### src/rtl/mouse_pkg.sv
// Register map, mode/status bit positions and position arithmetic helpers
// shared by the mouse PIA and its per-axis datapath.
package mouse_pkg;
  localparam int unsigned AW = 17;

  localparam logic [3:0] OFS_XLO     = 4'h0;
  localparam logic [3:0] OFS_XHI     = 4'h1;
  localparam logic [3:0] OFS_YLO     = 4'h2;
  localparam logic [3:0] OFS_YHI     = 4'h3;
  localparam logic [3:0] OFS_STATUS  = 4'h4;
  localparam logic [3:0] OFS_MODE    = 4'h5;
  localparam logic [3:0] OFS_CMIN_LO = 4'h6;
  localparam logic [3:0] OFS_CMIN_HI = 4'h7;
  localparam logic [3:0] OFS_CMAX_LO = 4'h8;
  localparam logic [3:0] OFS_CMAX_HI = 4'h9;
  localparam logic [3:0] OFS_COMMIT  = 4'hA;
  localparam logic [3:0] OFS_CLR_IRQ = 4'hB;

  localparam int unsigned MODE_EN      = 0;
  localparam int unsigned MODE_MOVE_IE = 1;
  localparam int unsigned MODE_BTN_IE  = 2;
  localparam int unsigned MODE_VBL_IE  = 3;

  localparam int unsigned ST_BTN_NOW  = 7;
  localparam int unsigned ST_BTN_LAST = 6;
  localparam int unsigned ST_MOVED    = 5;
  localparam int unsigned ST_IRQ_VBL  = 3;
  localparam int unsigned ST_IRQ_MOVE = 2;
  localparam int unsigned ST_IRQ_BTN  = 1;

  typedef struct packed {
    logic [7:0] dy;
    logic [7:0] dx;
    logic       sy;
    logic       sx;
    logic       btn;
  } pkt_t;

  function automatic logic [AW-1:0] sext9(input logic [8:0] d);
    return {{(AW-9){d[8]}}, d};
  endfunction

  function automatic logic [15:0] sat_clamp(input logic [AW-1:0] v,
                                            input logic [15:0]   lo,
                                            input logic [15:0]   hi);
    logic signed [AW-1:0] sv, slo, shi;
    sv  = v;
    slo = {{(AW-16){lo[15]}}, lo};
    shi = {{(AW-16){hi[15]}}, hi};
    if (sv > shi)      return hi;
    else if (sv < slo) return lo;
    return v[15:0];
  endfunction
endpackage

### src/rtl/mouse_axis.sv
// One mouse axis: 16-bit signed position, saturating delta add and
// committed clamp window with a deferred re-clamp after each commit.
module mouse_axis
  import mouse_pkg::*;
#(
  parameter logic [15:0] MIN_RST = 16'h0000,
  parameter logic [15:0] MAX_RST = 16'h03FF
)(
  input  logic          i_clk,
  input  logic          i_reset,
  input  logic          i_wr_lo,
  input  logic          i_wr_hi,
  input  logic [7:0]    i_wdata,
  input  logic          i_apply,
  input  logic [AW-1:0] i_delta,
  input  logic          i_commit,
  input  logic [15:0]   i_min,
  input  logic [15:0]   i_max,
  output logic [15:0]   o_pos
);
  logic [15:0]   r_pos, r_min, r_max;
  logic          r_reclamp;
  logic [AW-1:0] w_sum;

  assign w_sum = {{(AW-16){r_pos[15]}}, r_pos} + (i_apply ? i_delta : '0);

  // A packet landing on the re-clamp cycle is folded into the same clamp.
  always_ff @(posedge i_clk) begin
    if (i_reset) begin
      r_pos     <= '0;
      r_min     <= MIN_RST;
      r_max     <= MAX_RST;
      r_reclamp <= 1'b0;
    end else begin
      r_reclamp <= i_commit;
      if (i_commit) begin
        r_min <= i_min;
        r_max <= i_max;
      end
      if (i_wr_lo)                    r_pos[7:0]  <= i_wdata;
      else if (i_wr_hi)               r_pos[15:8] <= i_wdata;
      else if (i_apply || r_reclamp)  r_pos       <= sat_clamp(w_sum, r_min, r_max);
    end
  end

  assign o_pos = r_pos;
endmodule

### src/rtl/mouse_pia.sv
// Mouse card PIA: host register file, PS/2 packet ingest into two clamped
// axes, status/mode registers and VBL/move/button interrupts.
module mouse_pia
  import mouse_pkg::*;
#(
  parameter int CLAMP_MAX_DEFAULT = 1023,
  parameter int CLAMP_MIN_DEFAULT = 0
)(
  input  logic        CLK_14M,
  input  logic        RESET,
  input  logic        DEVICE_SELECT_N,
  input  logic [15:0] ADDRESS,
  input  logic        RW_N,
  input  logic [7:0]  DATA_IN,
  input  logic [24:0] PS2_MOUSE,
  input  logic        VBL,
  output logic [7:0]  DATA_OUT,
  output logic        IRQ_N
);
  localparam logic [15:0] MIN_RST = 16'(CLAMP_MIN_DEFAULT);
  localparam logic [15:0] MAX_RST = 16'(CLAMP_MAX_DEFAULT);

  logic        r_sel_d, r_tog, r_vbl_d, r_pend_v;
  logic [3:0]  r_mode;
  logic [15:0] r_cmin, r_cmax;
  logic        r_btn_now, r_btn_last, r_moved;
  logic        r_irq_vbl, r_irq_move, r_irq_btn, r_irq_n;
  pkt_t        r_pend;

  logic [3:0]    w_ofs;
  logic          w_access, w_wr, w_st_rd, w_clr_irq, w_hold;
  logic          w_commit_x, w_commit_y, w_new_pkt, w_apply, w_nz;
  logic          w_set_move, w_set_btn, w_set_vbl;
  pkt_t          w_in_pkt, w_pkt;
  logic [AW-1:0] w_dx, w_dy;
  logic [15:0]   w_xpos, w_ypos;
  logic [7:0]    w_status;
  logic          w_unused;

  assign w_ofs      = ADDRESS[3:0];
  assign w_access   = r_sel_d & ~DEVICE_SELECT_N;
  assign w_wr       = w_access & ~RW_N;
  assign w_st_rd    = w_access & RW_N & (w_ofs == OFS_STATUS);
  assign w_clr_irq  = w_wr & (w_ofs == OFS_CLR_IRQ);
  assign w_commit_x = w_wr & (w_ofs == OFS_COMMIT) & ~DATA_IN[0];
  assign w_commit_y = w_wr & (w_ofs == OFS_COMMIT) & DATA_IN[0];
  assign w_hold     = w_wr & ((w_ofs <= OFS_YHI) | (w_ofs == OFS_COMMIT));

  assign w_in_pkt  = '{dy: PS2_MOUSE[23:16], dx: PS2_MOUSE[15:8],
                       sy: PS2_MOUSE[5], sx: PS2_MOUSE[4], btn: PS2_MOUSE[0]};
  assign w_new_pkt = (PS2_MOUSE[24] ^ r_tog) & r_mode[MODE_EN];

  // Host position writes win; a colliding packet waits one cycle in r_pend.
  always_comb begin
    w_apply = 1'b0;
    w_pkt   = w_in_pkt;
    if (!w_hold) begin
      if (r_pend_v) begin
        w_apply = 1'b1;
        w_pkt   = r_pend;
      end else begin
        w_apply = w_new_pkt;
      end
    end
  end

  assign w_dx       = sext9({w_pkt.sx, w_pkt.dx});
  assign w_dy       = '0 - sext9({w_pkt.sy, w_pkt.dy});
  assign w_nz       = |{w_pkt.sx, w_pkt.dx, w_pkt.sy, w_pkt.dy};
  assign w_set_move = w_apply & w_nz;
  assign w_set_btn  = w_apply & (w_pkt.btn != r_btn_now) & r_mode[MODE_BTN_IE];
  assign w_set_vbl  = VBL & ~r_vbl_d & r_mode[MODE_VBL_IE] & r_mode[MODE_EN];

  always_ff @(posedge CLK_14M) begin
    if (RESET) begin
      r_sel_d    <= 1'b0;
      r_tog      <= PS2_MOUSE[24];
      r_vbl_d    <= VBL;
      r_pend_v   <= 1'b0;
      r_pend     <= '0;
      r_mode     <= '0;
      r_cmin     <= MIN_RST;
      r_cmax     <= MAX_RST;
      r_btn_now  <= 1'b0;
      r_btn_last <= 1'b0;
      r_moved    <= 1'b0;
      r_irq_vbl  <= 1'b0;
      r_irq_move <= 1'b0;
      r_irq_btn  <= 1'b0;
      r_irq_n    <= 1'b1;
    end else begin
      r_sel_d <= DEVICE_SELECT_N;
      r_tog   <= PS2_MOUSE[24];
      r_vbl_d <= VBL;
      if (w_hold) begin
        if (w_new_pkt) begin
          r_pend_v <= 1'b1;
          r_pend   <= w_in_pkt;
        end
      end else begin
        r_pend_v <= r_pend_v & w_new_pkt;
        if (w_new_pkt) r_pend <= w_in_pkt;
      end
      if (w_wr) begin
        case (w_ofs)
          OFS_MODE:    r_mode        <= DATA_IN[3:0];
          OFS_CMIN_LO: r_cmin[7:0]   <= DATA_IN;
          OFS_CMIN_HI: r_cmin[15:8]  <= DATA_IN;
          OFS_CMAX_LO: r_cmax[7:0]   <= DATA_IN;
          OFS_CMAX_HI: r_cmax[15:8]  <= DATA_IN;
          default: ;
        endcase
      end
      if (w_apply) r_btn_now  <= w_pkt.btn;
      if (w_st_rd) r_btn_last <= r_btn_now;
      r_moved    <= (r_moved & ~w_st_rd) | w_set_move;
      r_irq_move <= (r_irq_move & ~w_clr_irq) | (w_set_move & r_mode[MODE_MOVE_IE]);
      r_irq_btn  <= (r_irq_btn & ~w_clr_irq) | w_set_btn;
      r_irq_vbl  <= (r_irq_vbl & ~w_clr_irq) | w_set_vbl;
      r_irq_n    <= ~(r_irq_vbl | r_irq_move | r_irq_btn);
    end
  end

  mouse_axis #(.MIN_RST(MIN_RST), .MAX_RST(MAX_RST)) u_axis_x (
    .i_clk    (CLK_14M),
    .i_reset  (RESET),
    .i_wr_lo  (w_wr & (w_ofs == OFS_XLO)),
    .i_wr_hi  (w_wr & (w_ofs == OFS_XHI)),
    .i_wdata  (DATA_IN),
    .i_apply  (w_apply),
    .i_delta  (w_dx),
    .i_commit (w_commit_x),
    .i_min    (r_cmin),
    .i_max    (r_cmax),
    .o_pos    (w_xpos)
  );

  mouse_axis #(.MIN_RST(MIN_RST), .MAX_RST(MAX_RST)) u_axis_y (
    .i_clk    (CLK_14M),
    .i_reset  (RESET),
    .i_wr_lo  (w_wr & (w_ofs == OFS_YLO)),
    .i_wr_hi  (w_wr & (w_ofs == OFS_YHI)),
    .i_wdata  (DATA_IN),
    .i_apply  (w_apply),
    .i_delta  (w_dy),
    .i_commit (w_commit_y),
    .i_min    (r_cmin),
    .i_max    (r_cmax),
    .o_pos    (w_ypos)
  );

  always_comb begin
    w_status              = '0;
    w_status[ST_BTN_NOW]  = r_btn_now;
    w_status[ST_BTN_LAST] = r_btn_last;
    w_status[ST_MOVED]    = r_moved;
    w_status[ST_IRQ_VBL]  = r_irq_vbl;
    w_status[ST_IRQ_MOVE] = r_irq_move;
    w_status[ST_IRQ_BTN]  = r_irq_btn;
  end

  always_comb begin
    DATA_OUT = '0;
    case (w_ofs)
      OFS_XLO:     DATA_OUT = w_xpos[7:0];
      OFS_XHI:     DATA_OUT = w_xpos[15:8];
      OFS_YLO:     DATA_OUT = w_ypos[7:0];
      OFS_YHI:     DATA_OUT = w_ypos[15:8];
      OFS_STATUS:  DATA_OUT = w_status;
      OFS_MODE:    DATA_OUT = {4'b0000, r_mode};
      OFS_CMIN_LO: DATA_OUT = r_cmin[7:0];
      OFS_CMIN_HI: DATA_OUT = r_cmin[15:8];
      OFS_CMAX_LO: DATA_OUT = r_cmax[7:0];
      OFS_CMAX_HI: DATA_OUT = r_cmax[15:8];
      default:     DATA_OUT = '0;
    endcase
  end

  assign IRQ_N    = r_irq_n;
  assign w_unused = ^{ADDRESS[15:4], PS2_MOUSE[7:6], PS2_MOUSE[3:1]};
endmodule

### config.mk
export PLATFORM = sky130hd
export DESIGN_NAME = mouse_pia
export DESIGN_NICKNAME = d
export VERILOG_FILES = /design/src/rtl/mouse_pkg.sv /design/src/rtl/mouse_axis.sv /design/src/rtl/mouse_pia.sv
export SDC_FILE = /design/constraint.sdc
export NUM_CORES = 1
export LEC_CHECK = 0
export ABC_AREA = 1
export BUFFER_PORTS_ARGS = -buffer_cell sky130_fd_sc_hd__buf_2
export CORE_UTILIZATION = 45
export CTS_CLUSTER_SIZE = 14
export DETAILED_ROUTE_END_ITERATION = 10
export PLACE_DENSITY = 0.6
export SYNTH_ARGS = -nofsm -noshare
export SYNTH_HDL_FRONTEND = slang
export SYNTH_HIERARCHICAL = 1
export SYNTH_SLANG_ARGS = --single-unit
### constraint.sdc
create_clock -name CLK_14M -period 4.05 [get_ports CLK_14M]
set_input_delay 0.2025 -clock CLK_14M [delete_from_list [all_inputs] [get_ports CLK_14M]]
set_output_delay 0.2025 -clock CLK_14M [all_outputs]
set_load 0.03 [all_outputs]
==> metrics.md <==
| Metric | Value |
|---|---|
| Main synth FF type | sky130_fd_sc_hd__dfxtp_1 |
| Sequential area share after synthesis | 27.4% |
| Net switching power | 985 µW |
| H-tree level count | 4 |
| Buffer levels on the longest clock path | 2 |
| Register containing the most flip-flops in the final layout | r_pend |
| Internal power | 2700 µW |
| Unrepaired setup endpoints after global routing | true |
| # fillers | 2417 |
| Post-synth top area share | 27.4% |
| Mapped Avg Cell Area | 6.51 µm² |
| Run status | finished with violations |
| Worst Tran Pin Value | 0.978 ns |
| Final worst-path cycle share | 112% |
| Clk_skew | 0.0121 ns |
| Final antenna-violating net count | 0 |
| Worst hold path class | in -> reg |
| Total wirelength of the detailed-routed design | 44.9 mm |
| Remaining Overflow, GRT | 0 |
| Final number of hold-violating endpoints | 0 |
| Data arrival at the endpoint of the critical path | 4.85 ns |
| Number of antenna violations at the first check in global routing | 0 |
| Clock root cell | sky130_fd_sc_hd__clkbuf_16 |
| Kind of end point of the critical path | flop |
| Switching part of the total | 26.8% |
| Number of antenna repair diodes | 0 |
| Die area | 0.0273 mm² |
| Area growth syn-to-layout | 37.5% |
| Reg clk slew, reported paths | 0.06 ns |
| Pins Over Slew Limit | 0 |
| Count of placed standard cells including taps | 2361 |
| Final Cell Area | 0.0165 mm² |
| Die width | 165 µm |
| CP Data Required Time | 4.35 ns |
| Number of nets in the layout | 2235 |
| Number of flops mapped to enable cells by yosys | 0 |
| Wire length of the first global-routing pass | 65.3 mm |
| Pre-CTS setup slack | -0.775 ns |
| Pin count of the biggest net entering global routing | 59 |
| Chip Height | 165 µm |
| P_leak | 0.00810 µW |
| Combined flip-flop and latch cell area | 0.00328 mm² |
| Number of endpoints failing setup at the final stage | 32 |
| Cell accounting for the most synthesized area | sky130_fd_sc_hd__dfxtp_1 |
| Floorplan Core Area | 0.0261 mm² |
| Initial cell density of the core | 45.9% |
| Via count of the first global-routing pass | 12100 |
| Clock tree sinks | 164 |
| Post-Place Cell Area | 0.0141 mm² |
| Share of async-settable or async-resettable flops after synthesis | 0% |
| Flip-flop count of the largest register, all copies and words added | 19 |
| Maximum achievable frequency | 0.220 GHz |
| Average via count per standard cell | 5.53 |
| GP Congestion | 0.960 |
| Post-layout worst setup margin | -0.495 ns |
| Number of different library cells in the post-synthesis netlist | 43 |
| Power per unit of standard cell area | 223 mW/mm² |
| Part of the total power dissipated in sequential elements | 44.2% |
| Worst skew pair latency | 0.44 ns |
| Number of warnings issued by yosys | 6 |
| CTS tree | yes |
| Synth Register Bits | 164 |
| Failing checks | design-rule violations, negative setup slack |
| Average routed wire per standard cell | 18.5 µm |
| Number of standard cells in the layout, taps in and fillers out | 2428 |
| Row Count | 59 |
| Maximum single-stage delay on the critical path | 0.36 ns |
| Iteration-0 DRC count of the detailed router | 1215 |
| Count of buffers from port buffering | 45 |
| Critical Path Fanout Max | 8 |
| Category of the most critical setup path | reg -> reg |
| Vias | 13400 |
| Max-Slew Margin vs Limit | 34.2% |
| Logic pwr share | 10.9% |
| Mapped Area | 0.0120 mm² |
| Largest cells by area after synthesis | sky130_fd_sc_hd__dfxtp_1, sky130_fd_sc_hd__nand2_1, sky130_fd_sc_hd__ha_1 |
| Cell count after synthesis | 1841 |
| Number of CTS-inserted buffers | 17 |
| Number of detailed-route iterations in the first pass | 9 |
| Fraction of power consumed by the clock network | 44.9% |
| Number of violations of the max-capacitance limit | 0 |
| Fraction of layout instances using a drive strength above 1 | 31.5% |
| VDD IR max | 0.217 mV |
| I/O pin total | 63 |
| Startpoint Class | flop |
| Total GRT Usage | 31.6% |
| Number of nets in the synthesized netlist | 1996 |
| Crit-path slowest cell | sky130_fd_sc_hd__dfxtp_2 |
| Total area of multi-input combinational cells | 0.00897 mm² |
| Min cycle time layout | 4.55 ns |
| Remaining design rule violation count | 2 |
| Dpl hpwl | 32.7 mm |
routing by layer:
layer | GRT usage [%] | vias up | routed length (µm)
met5 | 0 | - | 0
met4 | 11.3 | 0 | 1320
met3 | 6.04 | 85 | 3690
met2 | 49.5 | 546 | 20600
met1 | 42.9 | 6268 | 19300
li1 | - | 6524 | -
stage by stage:
stage | hold slack, ns | setup TNS, ns | total power, µW | util, %
2_1_floorplan | 0.230 | -3.76 | 1840 | -
3_3_place_gp | 0.328 | -19.39 | 1990 | 54.0
3_5_place_dp | 0.328 | -21.92 | 1990 | 54.0
4_1_cts | 0.0180 | -10.19 | 3630 | 57.9
5_1_grt | 0.0271 | -21.33 | 3790 | 63.1
6_report | 0.0294 | -14.33 | 3680 | 63.1
layout make-up:
type                            instances  area share, %
Tap cell                              335           2.54
Multi-Input combinational cell       1363           54.4
Timing Repair Buffer                  280           13.8
Clock buffer                           22           2.76
Sequential cell                       164           19.9
Clock inverter                         10          0.751
Inverter                              254           5.80
cells in the mapped netlist, types with 4 or more instances:
cell / n
sky130_fd_sc_hd__nand4_1: 15
sky130_fd_sc_hd__xor2_1: 26
sky130_fd_sc_hd__nor2_1: 157
sky130_fd_sc_hd__nand2_4: 10
sky130_fd_sc_hd__a22o_1: 8
sky130_fd_sc_hd__inv_1: 241
sky130_fd_sc_hd__inv_2: 4
sky130_fd_sc_hd__clkbuf_1: 35
sky130_fd_sc_hd__a21oi_1: 147
sky130_fd_sc_hd__dfxtp_1: 164
sky130_fd_sc_hd__clkinv_1: 8
sky130_fd_sc_hd__buf_8: 6
sky130_fd_sc_hd__ha_1: 99
sky130_fd_sc_hd__nor3_1: 7
sky130_fd_sc_hd__nand3_1: 197
sky130_fd_sc_hd__nor2_2: 6
sky130_fd_sc_hd__nand2_2: 16
sky130_fd_sc_hd__nand2_1: 434
sky130_fd_sc_hd__a221oi_1: 13
sky130_fd_sc_hd__buf_2: 13
sky130_fd_sc_hd__a21o_1: 4
sky130_fd_sc_hd__o21ai_0: 153
sky130_fd_sc_hd__a21oi_2: 34
cell usage in the layout, fill, tap and decap left out, types with 4 or more instances in the layout:
master,n
sky130_fd_sc_hd__a21o_1,4
sky130_fd_sc_hd__a21oi_1,125
sky130_fd_sc_hd__a21oi_2,49
sky130_fd_sc_hd__a21oi_4,7
sky130_fd_sc_hd__a221oi_1,13
sky130_fd_sc_hd__a22o_1,8
sky130_fd_sc_hd__buf_12,7
sky130_fd_sc_hd__buf_2,46
sky130_fd_sc_hd__buf_4,196
sky130_fd_sc_hd__buf_6,22
sky130_fd_sc_hd__clkbuf_1,4
sky130_fd_sc_hd__clkbuf_16,23
sky130_fd_sc_hd__clkinv_1,9
sky130_fd_sc_hd__dfxtp_1,163
sky130_fd_sc_hd__ha_1,74
sky130_fd_sc_hd__ha_4,25
sky130_fd_sc_hd__inv_1,224
sky130_fd_sc_hd__inv_2,20
sky130_fd_sc_hd__nand2_1,359
sky130_fd_sc_hd__nand2_2,74
sky130_fd_sc_hd__nand2_4,25
sky130_fd_sc_hd__nand2_8,4
sky130_fd_sc_hd__nand3_1,101
sky130_fd_sc_hd__nand3_2,86
sky130_fd_sc_hd__nand3_4,12
sky130_fd_sc_hd__nand4_1,15
sky130_fd_sc_hd__nor2_1,144
sky130_fd_sc_hd__nor2_2,14
sky130_fd_sc_hd__nor2_4,8
sky130_fd_sc_hd__nor3_2,4
sky130_fd_sc_hd__o21ai_0,144
sky130_fd_sc_hd__o21ai_1,9
sky130_fd_sc_hd__xor2_1,21
cells by family (layout without fill, tap and decap cells):
logic type                 Yosys count  count (layout)  share of synthesized area [%]
buffers and inverters              316             566                           10.9
DFF                                164             164                           27.4
xor gates and xnor gates            29              29                           2.12
and+or+nand+nor                    852             854                           30.9
adders and majority gates          101             101                           10.7
AOI/OAI and AO/OA                  379             379                           18.1
final timing paths:
kind                 from                 to  slack (ns)  depth (start not counted)
min reg2reg    r_btn_last         r_btn_last        0.45                          2
max               r_sel_d  u_axis_y/o_pos[0]       -0.50                         34
min          PS2_MOUSE[0]          r_pend[0]        0.03                          3
max reg2reg       r_sel_d  u_axis_y/o_pos[0]       -0.50                         34
power groups by stage:
| stage | combinational [µW] | sequential, µW | clock, µW |
|---|---|---|---|
| 5_1_grt | 431 | 1630 | 1730 |
| 3_5_place_dp | 327 | 1660 | 0 |
| 6_report | 403 | 1630 | 1650 |
| 3_3_place_gp | 325 | 1660 | 0 |
| 2_1_floorplan | 186 | 1660 | 0 |
| 4_1_cts | 344 | 1630 | 1660 |
what timing repair did:
action	in CTS	in global routing
setup endpoints to repair	32	32
setup buffers	6	19
pin swaps	18	114
gates resized for setup	79	242
hold buffers	2	0
gates cloned	3	9
hold endpoints to repair	2	0
worst max-delay path, delay by kind of cell, from the launching register on:
kind	cells	cell delay [ns]
fa+ha+maj	3	0.64
simple gates	18	1.74
xor+xnor	2	0.37
flops	1	0.36
compound gates	7	0.86
buf+inv	4	0.42
Note: power is estimated with default switching activity, not from simulation.
